### src/rtl/axi_lite_cmd_master.sv
// axi_lite_cmd_master: single-outstanding AXI4-Lite master driven by a valid/ready command stream
module axi_lite_cmd_master #(
  parameter int ADDR_WIDTH = 32,
  parameter int DATA_WIDTH = 32,
  parameter int TIMEOUT_CYCLES = 256,
  localparam int STRB_WIDTH = DATA_WIDTH / 8
) (
  input  logic                  clk,
  input  logic                  rst_n,
  input  logic                  cmd_valid,
  output logic                  cmd_ready,
  input  logic                  cmd_we,
  input  logic [ADDR_WIDTH-1:0] cmd_addr,
  input  logic [DATA_WIDTH-1:0] cmd_wdata,
  input  logic [STRB_WIDTH-1:0] cmd_wstrb,
  output logic                  rsp_valid,
  input  logic                  rsp_ready,
  output logic [DATA_WIDTH-1:0] rsp_rdata,
  output logic [1:0]            rsp_resp,
  output logic                  rsp_timeout,
  output logic [ADDR_WIDTH-1:0] m_axi_awaddr,
  output logic [2:0]            m_axi_awprot,
  output logic                  m_axi_awvalid,
  input  logic                  m_axi_awready,
  output logic [DATA_WIDTH-1:0] m_axi_wdata,
  output logic [STRB_WIDTH-1:0] m_axi_wstrb,
  output logic                  m_axi_wvalid,
  input  logic                  m_axi_wready,
  input  logic [1:0]            m_axi_bresp,
  input  logic                  m_axi_bvalid,
  output logic                  m_axi_bready,
  output logic [ADDR_WIDTH-1:0] m_axi_araddr,
  output logic [2:0]            m_axi_arprot,
  output logic                  m_axi_arvalid,
  input  logic                  m_axi_arready,
  input  logic [DATA_WIDTH-1:0] m_axi_rdata,
  input  logic [1:0]            m_axi_rresp,
  input  logic                  m_axi_rvalid,
  output logic                  m_axi_rready
);
  localparam int CW = TIMEOUT_CYCLES > 1 ? $clog2(TIMEOUT_CYCLES) : 1;
  localparam logic [CW-1:0] TO_LAST = CW'(TIMEOUT_CYCLES == 0 ? 0 : TIMEOUT_CYCLES - 1);
  typedef enum logic [2:0] {IDLE, WRITE, WRESP, READ, RDATA, RESP} state_t;
  state_t state_q, state_d;
  logic cmd_ready_q, cmd_ready_d, awvalid_q, awvalid_d, wvalid_q, wvalid_d, bready_q, bready_d;
  logic arvalid_q, arvalid_d, rready_q, rready_d, aw_done_q, aw_done_d, w_done_q, w_done_d;
  logic rsp_valid_q, rsp_valid_d, rsp_timeout_q, rsp_timeout_d, to_hit, to_fire;
  logic [ADDR_WIDTH-1:0] addr_q, addr_d;
  logic [DATA_WIDTH-1:0] wdata_q, wdata_d, rsp_rdata_q, rsp_rdata_d;
  logic [STRB_WIDTH-1:0] wstrb_q, wstrb_d;
  logic [1:0] rsp_resp_q, rsp_resp_d;
  logic [CW-1:0] cnt_q, cnt_d;
  assign cmd_ready = cmd_ready_q;
  assign rsp_valid = rsp_valid_q;
  assign rsp_rdata = rsp_rdata_q;
  assign rsp_resp = rsp_resp_q;
  assign rsp_timeout = rsp_timeout_q;
  assign m_axi_awaddr = addr_q;
  assign m_axi_araddr = addr_q;
  assign m_axi_awprot = 3'b000;
  assign m_axi_arprot = 3'b000;
  assign m_axi_awvalid = awvalid_q;
  assign m_axi_wdata = wdata_q;
  assign m_axi_wstrb = wstrb_q;
  assign m_axi_wvalid = wvalid_q;
  assign m_axi_bready = bready_q;
  assign m_axi_arvalid = arvalid_q;
  assign m_axi_rready = rready_q;
  assign to_hit = (TIMEOUT_CYCLES != 0) && (cnt_q == TO_LAST);
  // Next state: one AXI phase per state, phase counter restarts on every phase entry
  always_comb begin
    state_d = state_q;
    cmd_ready_d = cmd_ready_q;
    awvalid_d = awvalid_q;
    wvalid_d = wvalid_q;
    bready_d = bready_q;
    arvalid_d = arvalid_q;
    rready_d = rready_q;
    aw_done_d = aw_done_q;
    w_done_d = w_done_q;
    rsp_valid_d = rsp_valid_q;
    rsp_timeout_d = rsp_timeout_q;
    rsp_rdata_d = rsp_rdata_q;
    rsp_resp_d = rsp_resp_q;
    addr_d = addr_q;
    wdata_d = wdata_q;
    wstrb_d = wstrb_q;
    cnt_d = cnt_q + CW'(1);
    to_fire = 1'b0;
    case (state_q)
      IDLE: if (cmd_valid && cmd_ready_q) begin
        cmd_ready_d = 1'b0;
        addr_d = cmd_addr;
        wdata_d = cmd_wdata;
        wstrb_d = cmd_wstrb;
        cnt_d = '0;
        state_d = cmd_we ? WRITE : READ;
        awvalid_d = cmd_we;
        wvalid_d = cmd_we;
        arvalid_d = !cmd_we;
        aw_done_d = 1'b0;
        w_done_d = 1'b0;
      end
      WRITE: begin
        if (awvalid_q && m_axi_awready) begin
          awvalid_d = 1'b0;
          aw_done_d = 1'b1;
        end
        if (wvalid_q && m_axi_wready) begin
          wvalid_d = 1'b0;
          w_done_d = 1'b1;
        end
        if ((aw_done_q || (awvalid_q && m_axi_awready)) && (w_done_q || (wvalid_q && m_axi_wready))) begin
          state_d = WRESP;
          bready_d = 1'b1;
          cnt_d = '0;
        end else to_fire = to_hit;
      end
      WRESP: if (m_axi_bvalid && bready_q) begin
        bready_d = 1'b0;
        rsp_resp_d = m_axi_bresp;
        rsp_rdata_d = '0;
        rsp_timeout_d = 1'b0;
        rsp_valid_d = 1'b1;
        state_d = RESP;
      end else to_fire = to_hit;
      READ: if (arvalid_q && m_axi_arready) begin
        arvalid_d = 1'b0;
        rready_d = 1'b1;
        cnt_d = '0;
        state_d = RDATA;
      end else to_fire = to_hit;
      RDATA: if (m_axi_rvalid && rready_q) begin
        rready_d = 1'b0;
        rsp_resp_d = m_axi_rresp;
        rsp_rdata_d = m_axi_rdata;
        rsp_timeout_d = 1'b0;
        rsp_valid_d = 1'b1;
        state_d = RESP;
      end else to_fire = to_hit;
      RESP: if (rsp_valid_q && rsp_ready) begin
        rsp_valid_d = 1'b0;
        cmd_ready_d = 1'b1;
        state_d = IDLE;
      end
      default: state_d = IDLE;
    endcase
    if (to_fire) begin
      awvalid_d = 1'b0;
      wvalid_d = 1'b0;
      bready_d = 1'b0;
      arvalid_d = 1'b0;
      rready_d = 1'b0;
      rsp_valid_d = 1'b1;
      rsp_resp_d = 2'b10;
      rsp_timeout_d = 1'b1;
      rsp_rdata_d = '0;
      state_d = RESP;
    end
  end
  // Register every output and the latched command; reset drops any in-flight transaction
  always_ff @(posedge clk) begin
    if (!rst_n) begin
      state_q <= IDLE;
      cmd_ready_q <= 1'b1;
      awvalid_q <= 1'b0;
      wvalid_q <= 1'b0;
      bready_q <= 1'b0;
      arvalid_q <= 1'b0;
      rready_q <= 1'b0;
      aw_done_q <= 1'b0;
      w_done_q <= 1'b0;
      rsp_valid_q <= 1'b0;
      rsp_timeout_q <= 1'b0;
      rsp_rdata_q <= '0;
      rsp_resp_q <= '0;
      addr_q <= '0;
      wdata_q <= '0;
      wstrb_q <= '0;
      cnt_q <= '0;
    end else begin
      state_q <= state_d;
      cmd_ready_q <= cmd_ready_d;
      awvalid_q <= awvalid_d;
      wvalid_q <= wvalid_d;
      bready_q <= bready_d;
      arvalid_q <= arvalid_d;
      rready_q <= rready_d;
      aw_done_q <= aw_done_d;
      w_done_q <= w_done_d;
      rsp_valid_q <= rsp_valid_d;
      rsp_timeout_q <= rsp_timeout_d;
      rsp_rdata_q <= rsp_rdata_d;
      rsp_resp_q <= rsp_resp_d;
      addr_q <= addr_d;
      wdata_q <= wdata_d;
      wstrb_q <= wstrb_d;
      cnt_q <= cnt_d;
    end
  end
endmodule

### config.mk
export PLATFORM = sky130hd
export DESIGN_NAME = axi_lite_cmd_master
export DESIGN_NICKNAME = d
export VERILOG_FILES = /design/src/rtl/axi_lite_cmd_master.sv
export SDC_FILE = /design/constraint.sdc
export NUM_CORES = 1
export LEC_CHECK = 0
export CAP_MARGIN = 20
export CORE_AREA = 2 2 112 114
export CTS_CLUSTER_SIZE = 24
export DETAILED_ROUTE_END_ITERATION = 16
export DIE_AREA = 0 0 114 116
export GPL_ROUTABILITY_DRIVEN = 0
export PLACE_DENSITY = 0.92
export SYNTH_ARGS = -nofsm -noshare
export SYNTH_HDL_FRONTEND = slang
export SYNTH_SLANG_ARGS = --single-unit
export TNS_END_PERCENT = 5
### constraint.sdc
create_clock -name clk -period 5.49 [get_ports clk]
set_clock_uncertainty 0.05 [all_clocks]
set_input_delay 0.549 -clock clk [delete_from_list [all_inputs] [get_ports clk]]
set_output_delay 0.549 -clock clk [all_outputs]
set_load 0.02 [all_outputs]
==> impl_metrics.yaml, run 1 <==
sta:
  fmax_ghz: 0.341
  worst_slew_pin_slew_ps: 828
  drv_slew: 0
  fin_ws_ps: 2560
  relSlewSlack: 0.447
  setup_viol: 0
  hold_violations: 0
  layout_min_cycle_time_ps: 2930
  tns_ps: 0
  fin_crit_sh: 0.534
  rsz0062_at_grt: "no"
finish:
  nNetsFinal: 942
  n_antenna_cell: 0
  fillers: 976
  drive_gt1_frac: 0.0571
  layout_common_cells: "clkdlybuf4s50_1 (255), nand2_1 (183), dfxtp_1 (123)"
  final_common_cell: "clkdlybuf4s50_1"
  syn_to_final_growth_pct: 60.4
synthesis:
  syn_area_mm2: 0.00493
  synth_xor_area_frac: 0.0124
  yosys.area_share.simple: 0.232
  synth_compound_area_frac: 0.151
  avgSynthCellArea_um2: 7.97
  ys_seq_area_frac: 0.499
  synth_top_area_cell: "dfxtp_1"
  synth.area.top_cells: "dfxtp_1 (50%), nand2_1 (14%), a21oi_1 (11%)"
  muxShareOfSynthArea: 0.00609
  synth_adder_area_share: 0.00254
  synth.distinct_cells: 44
  synthCells: 619
  yosys_warnings: 0
  synth_top_area_share: 0.499
  ys_ff_latch: 123
  synth_top_family_by_area: "simple AND/OR/NAND/NOR gates"
run:
  maxCapViolations: 0
clocking:
  clock_latency_ps: 400
  cts_tree: "done"
  cts_buffers: 17
  cts.sinks: 123
  root_buffer: "clkbuf_16"
  cts-hold-fix-buffers: 0
  path_clk_slew_ps: 60
  h-tree-depth: 4
  cts_setup_buffers: 0
  ctsResizeCount: 0
  clk_path_buf_depth: 2
detailed_routing:
  drt_first_iter_violations: 233
  ant_nets: 0
  via_count: 4940
  remaining_drc_errors: 0
  wl_per_cell_um: 15.0
  drt-total-wl_um: 14800
  firstDrtPassIters: 4
  viasPerCell: 5.01
critical_path:
  cp-end-kind: "flip-flop"
  cp_slowest_cell: "dfxtp_1"
  path_cells: "nor3b_1, a22oi_2, a311oi_4, nand2b_1, buf_4, a211oi_1"
  arrival_ps: 3150
  cpLargestDelayFamily: "compound AO/OA/AOI/OAI gates"
  critPathKind: "reg -> reg"
  worst-path-buf-inv: 1
  cp_data_required_time_ps: 5710
  crit_path_max_incr_delay_ps: 720
  crit_path_start_kind: "flip-flop"
  critPathMaxFanout: 39
power_and_ir_drop:
  pwr_density_cell_mw_per_mm2: 453
  ir_worst_vdd_mv: 0.238
  leakage_nw: 2.80
grt:
  grt_max_degree: 43
  grt_first_pass_wirelength_um: 22600
  grt_pass1_vias: 4689
  antenna_found_initial: 0
  grt_overflow: 0
  track_usage: 0.214
floorplanning:
  rows: 40
  die_y_um: 116
  start_util: 0.414
  dieArea_mm2: 0.0132
  die_x_um: 114
  ioPinCount: 262
  coreArea_mm2: 0.0119
place:
  dp_slack_ps: 2580
  io_buffers: 255
  dp_hpwl_um: 10500
min_path:
  holdCritPathClass: "reg -> reg"
outcome:
  outcome: "completed"
## power by group
part           switching [W]  internal [W]  total [W]
logic               0.000727      0.000543    0.00127
registers           0.000146       0.00104    0.00119
clock network       0.000426      0.000705    0.00113
## final cells by class
cell class,instances,area [um^2],share of cell area
Clock inverter,13,155,0.0196
Timing Repair Buffer,263,2610,0.330
Clock buffer,19,453,0.0572
Tap cell,147,184,0.0232
Inverter,3,11.3,0.00142
Multi-Input combinational cell,419,2030,0.257
Sequential cell,123,2460,0.311
## layer usage
metal / vias up / global-route usage / share of wire
met5: - / 0 / 0
met4: 0 / 0.0602 / 0.012
met3: 14 / 0.0748 / 0.096
met2: 220 / 0.385 / 0.50
met1: 2274 / 0.241 / 0.39
li1: 2432 / - / -
## cell usage after synthesis
library cell,n
and2_1,1
or4_1,2
nor3b_1,2
nand3_1,38
nand2b_1,3
o211ai_1,1
o21ai_0,5
o31ai_1,2
inv_2,1
a21oi_1,112
xor2_1,4
nor4b_1,1
a211oi_1,2
and3_1,2
nor2_1,24
clkbuf_1,32
a31oi_1,3
a2111oi_0,1
nor3_1,2
nor2b_1,1
a22oi_2,1
ha_1,1
buf_4,40
dfxtp_1,123
mux2i_1,3
a21boi_0,2
nor4_1,1
nand4_1,2
buf_2,6
nor3b_4,1
buf_6,1
nand2_1,183
nand3b_1,1
a221o_1,1
a21o_1,1
xnor2_1,3
a221oi_2,1
and4_1,2
conb_1,1
inv_1,2
a311oi_4,1
nand4b_1,1
nor3b_2,1
a41oi_1,1
## tightest hold or removal path, delay by kind of cell, from the launching register on
kind	cells	cell delay [ps]
DFF	1	300
and+or+nand+nor	1	50
AOI/OAI and AO/OA	1	50
## per-stage QoR
stage / hold slack [ps] / total power [W] / util / std cells / area (um^2)
2_1_floorplan: 381 / 0.00197 / - / 624 / 4950
6_report: 398 / 0.00359 / 0.664 / 987 / 7910
4_1_cts: 402 / 0.00362 / 0.664 / 987 / 7910
3_3_place_gp: 387 / 0.00245 / 0.613 / 955 / 7300
5_1_grt: 421 / 0.00377 / 0.664 / 987 / 7910
3_5_place_dp: 394 / 0.00248 / 0.613 / 955 / 7300
## path summary, 6_finish.rpt
kind / startpoint / slack, ps / endpoint / cells after the start
worst max-delay path: state_q[1]$_SDFFE_PP0P_ / 2560 / rsp_resp[0]$_SDFFE_PP0P_ / 6
worst min-delay path: rsp_rdata[7]$_SDFFE_PP0P_ / 400 / rsp_rdata[7]$_SDFFE_PP0P_ / 2
worst max register to register: state_q[1]$_SDFFE_PP0P_ / 2560 / rsp_resp[0]$_SDFFE_PP0P_ / 6
worst min register to register: rsp_rdata[7]$_SDFFE_PP0P_ / 400 / rsp_rdata[7]$_SDFFE_PP0P_ / 2
## sequential cells by signal (all words and copies together), names as in the netlist, 2 cells and up
register / cells
cnt_q: 8
m_axi_araddr: 32
m_axi_wdata: 32
m_axi_wstrb: 4
rsp_rdata: 32
rsp_resp: 2
state_q: 3
## cells by family (layout without fill, tap and decap cells)
logic type      count (synthesis)  in the layout
xor+xnor                        7              7
flops                         123            123
simple gates                  268            268
fa+ha+maj                       1              1
mux                             3              3
buf+inv                        82            298
other cells                     1              6
compound gates                134            134
(Power assumes the default switching activity.)
==> inputs of run 2 (changes only) <==
--- a/config.mk
+++ b/config.mk
@@ -6,12 +6,12 @@
 export NUM_CORES = 1
 export LEC_CHECK = 0
 export CAP_MARGIN = 20
-export CORE_AREA = 2 2 112 114
+export CORE_AREA = 2 2 121 123
 export CTS_CLUSTER_SIZE = 24
 export DETAILED_ROUTE_END_ITERATION = 16
-export DIE_AREA = 0 0 114 116
+export DIE_AREA = 0 0 123 125
 export GPL_ROUTABILITY_DRIVEN = 0
-export PLACE_DENSITY = 0.92
+export PLACE_DENSITY = 0.84
 export SYNTH_ARGS = -nofsm -noshare
 export SYNTH_HDL_FRONTEND = slang
 export SYNTH_SLANG_ARGS = --single-unit
==> constraint.sdc (replaced) <==
create_clock -name clk -period 2.5 [get_ports clk]
set_clock_uncertainty 0.05 [all_clocks]
set_input_delay 0.25 -clock clk [delete_from_list [all_inputs] [get_ports clk]]
set_output_delay 0.25 -clock clk [all_outputs]
set_load 0.02 [all_outputs]
==> run 2 against run 1 <==
Worst hold slack worse by 60 ps. Routed wire length grew 1.2%. Die area is 16% higher. Critical path depth stayed put. Global-route usage is 2.4 points lower. Critical endpoint is now rsp_rdata[29]$_SDFFE_PP0P_. Highest routed layer unchanged. Flip-flop and latch count stayed put. Power rose by 120%. Register-to-register slack got worse by 2400 ps. Clock power increased by 120%.
==> impl_metrics.yaml, run 2 (synthesized netlist as in run 1, its figures left out) <==
finish:
  n_antenna_cell: 0
  layout_common_cells: "clkdlybuf4s50_1 (255), nand2_1 (183), dfxtp_1 (123)"
  nNetsFinal: 949
  final_common_cell: "clkdlybuf4s50_1"
  drive_gt1_frac: 0.0626
  syn_to_final_growth_pct: 63.3
  fillers: 1252
  layoutNonFillerInstCount: 1031
clocking:
  cts.sinks: 123
  h-tree-depth: 4
  clk_path_buf_depth: 2
  ctsResizeCount: 0
  cts_buffers: 17
  clock_latency_ps: 410
  root_buffer: "clkbuf_16"
  cts_setup_buffers: 0
  path_clk_slew_ps: 60
  cts_tree: "done"
  cts-hold-fix-buffers: 0
min_path:
  holdCritPathClass: "in -> reg"
  holdPathStages: 3
  min_to: "m_axi_wdata[2]$_SDFFE_PN0P_"
  hp-start: "cmd_wdata[2]"
power_and_ir_drop:
  pwr_density_cell_mw_per_mm2: 991
  power_frac_clock: 0.308
  pwr-share-comb: 0.375
  ir_worst_vdd_mv: 0.598
  seqPwrFrac: 0.316
  swShare: 0.354
  leakage_nw: 2.83
  internal_power_w: 0.00516
  power_w: 0.00798
  switchingPower_w: 0.00283
floorplanning:
  start_util: 0.347
  die_y_um: 125
  dieArea_mm2: 0.0154
  rows: 44
  ioPinCount: 262
  die_x_um: 123
  coreArea_mm2: 0.0142
critical_path:
  rr_endpoint: "rsp_rdata[29]$_SDFFE_PP0P_"
  critPathKind: "reg -> reg"
  ff2ff_path_depth: 6
  r2r_slack_ps: 170
  crit_path_start_kind: "flip-flop"
  cp_data_required_time_ps: 2730
  critPathMaxFanout: 26
  r2r_start: "state_q[0]$_SDFFE_PN0P_"
  arrival_ps: 2550
  cp-end-kind: "flip-flop"
detailed_routing:
  ant_nets: 0
  wl_per_cell_um: 14.5
  viasPerCell: 4.78
  remaining_drc_errors: 0
  drt_first_iter_violations: 184
  firstDrtPassIters: 4
  drt-total-wl_um: 14900
  via_count: 4932
sta:
  tns_ps: 0
  hold_violations: 0
  fmax_ghz: 0.430
  rsz0062_at_grt: "no"
  fin_crit_sh: 0.930
  layout_min_cycle_time_ps: 2330
  setup_viol: 0
  drv_slew: 0
outcome:
  outcome: "completed"
grt:
  antenna_found_initial: 0
  grt_overflow: 0
  grt_first_pass_wirelength_um: 23200
  grt_max_degree: 73
  track_usage: 0.191
  grt_pass1_vias: 4658
run:
  maxCapViolations: 0
place:
  dp_hpwl_um: 10500
  io_buffers: 255
  dpl.cell_count: 999
==> run 2: power by group through the flow <==
stage / clock network, W / logic (W) / registers (W)
after floorplan: 0 / 0.00147 / 0.00285
after global placement: 0 / 0.00298 / 0.00255
after detailed placement: 0 / 0.00301 / 0.00256
after CTS: 0.00251 / 0.00303 / 0.00253
after global routing: 0.00259 / 0.00325 / 0.00257
final: 0.00246 / 0.00300 / 0.00252
==> run 2: through the flow <==
| stage | setup slack, ps | area [um^2] | hold WS, ps | util |
|---|---|---|---|---|
| after floorplan | 452 | 4950 | 336 | - |
| after global placement | 200 | 7450 | 387 | 0.525 |
| after detailed placement | 125 | 7450 | 393 | 0.525 |
| after CTS | 206 | 8050 | 317 | 0.567 |
| after global routing | 26.4 | 8050 | 333 | 0.567 |
| final | 174 | 8050 | 339 | 0.567 |
==> run 2: layout make-up <==
cell class                      count  area [um^2]  area share
Timing Repair Buffer              270         2720       0.337
Tap cell                          184          230      0.0286
Multi-Input combinational cell    419         2030       0.253
Clock inverter                      9          111      0.0138
Clock buffer                       23          488      0.0606
Sequential cell                   123         2460       0.306
Inverter                            3         11.3     0.00140
==> run 2: routing by layer <==
metal | part of all wire | global-route usage
met1 | 0.37 | 0.205
met2 | 0.50 | 0.327
met3 | 0.11 | 0.0876
met4 | 0.012 | 0.0655
met5 | 0 | 0
==> run 2: how the worst max path moves through the flow <==
stage / start / endpoint / slack, ps / cells after the start
final: state_q[0]$_SDFFE_PN0P_ / rsp_rdata[29]$_SDFFE_PP0P_ / 170 / 6
after global routing: state_q[0]$_SDFFE_PN0P_ / rsp_rdata[27]$_SDFFE_PP0P_ / 30 / 6
after CTS: state_q[0]$_SDFFE_PN0P_ / rsp_rdata[27]$_SDFFE_PP0P_ / 210 / 6
after detailed placement: m_axi_awready / rsp_rdata[26]$_SDFFE_PP0P_ / 130 / 7
after global placement: m_axi_awready / rsp_resp[0]$_SDFFE_PP0P_ / 200 / 7
after floorplan: state_q[1]$_SDFFE_PP0P_ / state_q[1]$_SDFFE_PP0P_ / 450 / 8
==> run 2: worst max-delay path, cell delays in order, from the launching register on <==
cell and delay [ps]:
dfxtp_1 610, nor3b_2 280, o21ai_0 220, a311oi_4 400, nand2b_1 230, buf_4 300, a21oi_1 90
==> RTL edit 1: new RTL, config.mk and constraints of run 1 <==
Encoding of `state_t`: now one-hot (6 bits for 6 states).
--- a/src/rtl/axi_lite_cmd_master.sv
+++ b/src/rtl/axi_lite_cmd_master.sv
@@ -40,7 +40,7 @@
 );
   localparam int CW = TIMEOUT_CYCLES > 1 ? $clog2(TIMEOUT_CYCLES) : 1;
   localparam logic [CW-1:0] TO_LAST = CW'(TIMEOUT_CYCLES == 0 ? 0 : TIMEOUT_CYCLES - 1);
-  typedef enum logic [2:0] {IDLE, WRITE, WRESP, READ, RDATA, RESP} state_t;
+  typedef enum logic [5:0] {IDLE = 6'b000001, WRITE = 6'b000010, WRESP = 6'b000100, READ = 6'b001000, RDATA = 6'b010000, RESP = 6'b100000} state_t;
   state_t state_q, state_d;
   logic cmd_ready_q, cmd_ready_d, awvalid_q, awvalid_d, wvalid_q, wvalid_d, bready_q, bready_d;
   logic arvalid_q, arvalid_d, rready_q, rready_d, aw_done_q, aw_done_d, w_done_q, w_done_d;
Check against the original RTL: no difference found for any inputs over 4 cycles, from zero or initial values and one cycle with rst_n low; so few cycles prove little.
==> RTL edit 1 against run 1 <==
  * Final area is 0.16% lower
  * Area after synthesis is 0.79% higher
  * Wire length is 7.3% higher
  * Sequential cell count is 3 higher
  * Worst setup slack better by 0.019 ns
  * Power is 3.4% lower
  * Synthesized cell count is 0.16% higher
  * Critical path type unchanged
==> RTL edit 1: results (changes against run 1) <==
metric	value	unit	change
R2R Setup Slk	2.58	ns	was 2.56 ns
HPWL after detailed placement	11250	microns	was 10480 microns
largest net degree at the start of global routing	72		was 43
Total GRT Usage	0.2341		was 0.2143
crit path launch	state_q[4]		was state_q[1]
nets	945		was 942
dpl ws	2.353	ns	was 2.579 ns
final wirelength	15850	microns	was 14770 microns
Max-slew headroom	0.4805		was 0.4472
Max VDD drop	259.4	uV	was 238.4 uV
XOR/XNOR Fraction of Synth Area	0.01057		was 0.01243
status	finished, final reports clean		unchanged
Hold WS	0.4015	ns	was 0.3985 ns
Commonest cells post-synth	nand2_1 (181), dfxtp_1 (126), a21oi_1 (117), nand3_1 (40), buf_4 (38)		was nand2_1 (183), dfxtp_1 (123), a21oi_1 (112), buf_4 (40), nand3_1 (38)
Max Fanout on Critical Path	27		was 39
DRT iter0 DRCs	321		was 233
worst reg2reg path endpoint	rsp_rdata[26]		was rsp_resp[0]
vias per cell	5.103		was 5.005
Post-DP Area	7356	sq um	was 7305 sq um
synth top area cells	dfxtp_1 (51%), nand2_1 (14%), a21oi_1 (12%)		was dfxtp_1 (50%), nand2_1 (14%), a21oi_1 (11%)
hold_sp	rsp_rdata[1]		was rsp_rdata[7]
Finished Layout Cells	989		was 987
Syn Area/Cell	8.018	sq um	was 7.968 sq um
post-synthesis mux area share	0.006292		was 0.006088
first-pass GRT wire length	24010	microns	was 22590 microns
crit-path max cell delay	0.69	ns	was 0.72 ns
vias in the first global route	4910		was 4689
CP max stage cell	or4_1		was dfxtp_1
Cells after DPL	958		was 955
Arrival @ worst endpoint	3.14	ns	was 3.15 ns
RTL edit 1: cell count changes after synthesis, moves of 3 or more:
cell / before / now
o21ai_0: 5 / 1
nor2_1: 24 / 17
a211o_1: 0 / 3
dfxtp_1: 123 / 126
clkbuf_1: 32 / 29
buf_2: 6 / 10
a21oi_1: 112 / 117
RTL edit 1: cell type report:
type | instances | area, sq um
fill | 940 | 4011
tap | 147 | 183.9
clock inverter | 7 | 62.56
multi-input combinational | 418 | 2022
timing repair buffer | 263 | 2613
sequential | 126 | 2522
clock buffer | 24 | 481.7
inverter | 4 | 15.01
RTL edit 1: routing by layer:
layer	GRT usage	routed length, microns	vias up
met5	0	0	-
li1	-	-	2450
met2	0.4107	8107	241
met1	0.2443	5814	2318
met4	0.1081	452	0
met3	0.09885	1471	38
RTL edit 1: power breakdown:
part | leakage, nW | internal, mW | switching [mW]
logic | 1.50 | 0.541 | 0.712
clock network | 0.270 | 0.651 | 0.381
registers | 1.02 | 1.07 | 0.113
==> RTL edit 2: new RTL, flow settings as in run 1 <==
Made on the original files. Change the parameter `DATA_WIDTH` from 32 to 24.
--- a/src/rtl/axi_lite_cmd_master.sv
+++ b/src/rtl/axi_lite_cmd_master.sv
@@ -1,7 +1,7 @@
 // axi_lite_cmd_master: single-outstanding AXI4-Lite master driven by a valid/ready command stream
 module axi_lite_cmd_master #(
   parameter int ADDR_WIDTH = 32,
-  parameter int DATA_WIDTH = 32,
+  parameter int DATA_WIDTH = 24,
   parameter int TIMEOUT_CYCLES = 256,
   localparam int STRB_WIDTH = DATA_WIDTH / 8
 ) (
Ports: changed (6 resized); port bits go from 262 to 228. The function was not compared with the original's and may differ.
==> RTL edit 2 against run 1 <==
  * First-iteration DRC count is 62% higher
  * Worst setup slack worse by 0.084 ns
  * Final area is 13% lower
  * Area after synthesis is 4.5% lower
  * Count of clock-buffer cells in the layout is 7 lower
  * Sequential cell count is 17 lower
  * Wire length is 7.3% lower
  * Critical path type unchanged
  * Largest cell class unchanged
Power is not compared: it rests on default switching activity, and its combinational part moved more than twofold at a synthesized area within 25%.
==> RTL edit 2: results (changes against run 1) <==
metric	value	unit	change
H-tree Lvls	3		was 4
Cells after DPL	841		was 955
vias per cell	5.294		was 5.005
post-synthesis sequential area ratio	0.4503		was 0.4992
GR Util met3	0.04184		was 0.07479
post-synthesis mux area share	0.004249		was 0.006088
DR pass1 iterations	5		was 4
GR met1 Demand/Resource	0.2406		was 0.2413
Commonest cells post-synth	nand2_1 (132), dfxtp_1 (106), a21oi_1 (63), buf_4 (39), o21ai_0 (26)		was nand2_1 (183), dfxtp_1 (123), a21oi_1 (112), buf_4 (40), nand3_1 (38)
nets	803		was 942
status	finished, final reports clean		unchanged
Slew @ Worst Pin	1.119	ns	was 0.8281 ns
Clk Latency, worst-skew pair	0.34	ns	was 0.40 ns
Worst R2R Path Depth	4		was 6
HPWL after detailed placement	9643	microns	was 10480 microns
largest net degree at the start of global routing	60		was 43
Post-DP Area	6640	sq um	was 7305 sq um
dpl ws	2.401	ns	was 2.579 ns
synth top area cells	dfxtp_1 (45%), nand2_1 (11%), a21oi_1 (6.7%)		was dfxtp_1 (50%), nand2_1 (14%), a21oi_1 (11%)
first-pass GRT wire length	20840	microns	was 22590 microns
Syn Area/Cell	8.662	sq um	was 7.968 sq um
Post-Synth Adder-Cell Area	0.002655		was 0.002537
Vias	4532		was 4940
DRT iter0 DRCs	378		was 233
XOR/XNOR Fraction of Synth Area	0.01115		was 0.01243
-- RTL edit 2: changes by cell type after synthesis, moves of 5 or more --
| cell | run 1 | this run |
|---|---|---|
| dfxtp_1 | 123 | 106 |
| clkbuf_1 | 32 | 23 |
| buf_6 | 1 | 12 |
| nand3_1 | 38 | 6 |
| nor2_1 | 24 | 14 |
| a211oi_1 | 2 | 11 |
| a21oi_1 | 112 | 63 |
| o21ai_0 | 5 | 26 |
| nor3_1 | 2 | 8 |
| nand4b_1 | 1 | 24 |
| nand2_1 | 183 | 132 |
| a211oi_2 | 0 | 15 |
| o21a_1 | 0 | 5 |
-- RTL edit 2: final timing paths --
| check | slack (ns) | to |
|---|---|---|
| setup / recovery | 2.48 | rsp_resp[0] |
| hold / removal | 0.40 | m_axi_wdata[11] |
| setup reg to reg | 2.48 | rsp_resp[0] |
| hold reg to reg | 0.40 | m_axi_wdata[11] |
-- RTL edit 2: final cells by class --
| type | instances | area, sq um |
|---|---|---|
| clock buffers | 12 | 256.5 |
| clock inverters | 3 | 23.77 |
| fillers | 1020 | 4991 |
| inverters | 3 | 11.26 |
| multi-input cells | 358 | 2053 |
| flip-flops and latches | 106 | 2122 |
| well taps | 147 | 183.9 |
| repair buffers | 227 | 2270 |
-- RTL edit 2: power breakdown --
| part | internal [mW] | switching (mW) |
|---|---|---|
| Combinational | 0.228 | 0.252 |
| Clock | 0.332 | 0.280 |
| Sequential | 0.818 | 0.0387 |
-- RTL edit 2: layer usage --
layer,routed length (microns),vias up
met5,0,-
met4,383,0
met3,922,29
met2,7003,205
met1,5377,2131
li1,-,2167
-- RTL edit 2: worst max-delay path: stages, from the launching register on --
cell	delay (ns)
dfxtp_1	0.61
nor2b_2	0.99
o21bai_2	0.57
or3_1	0.51
a211oi_2	0.21
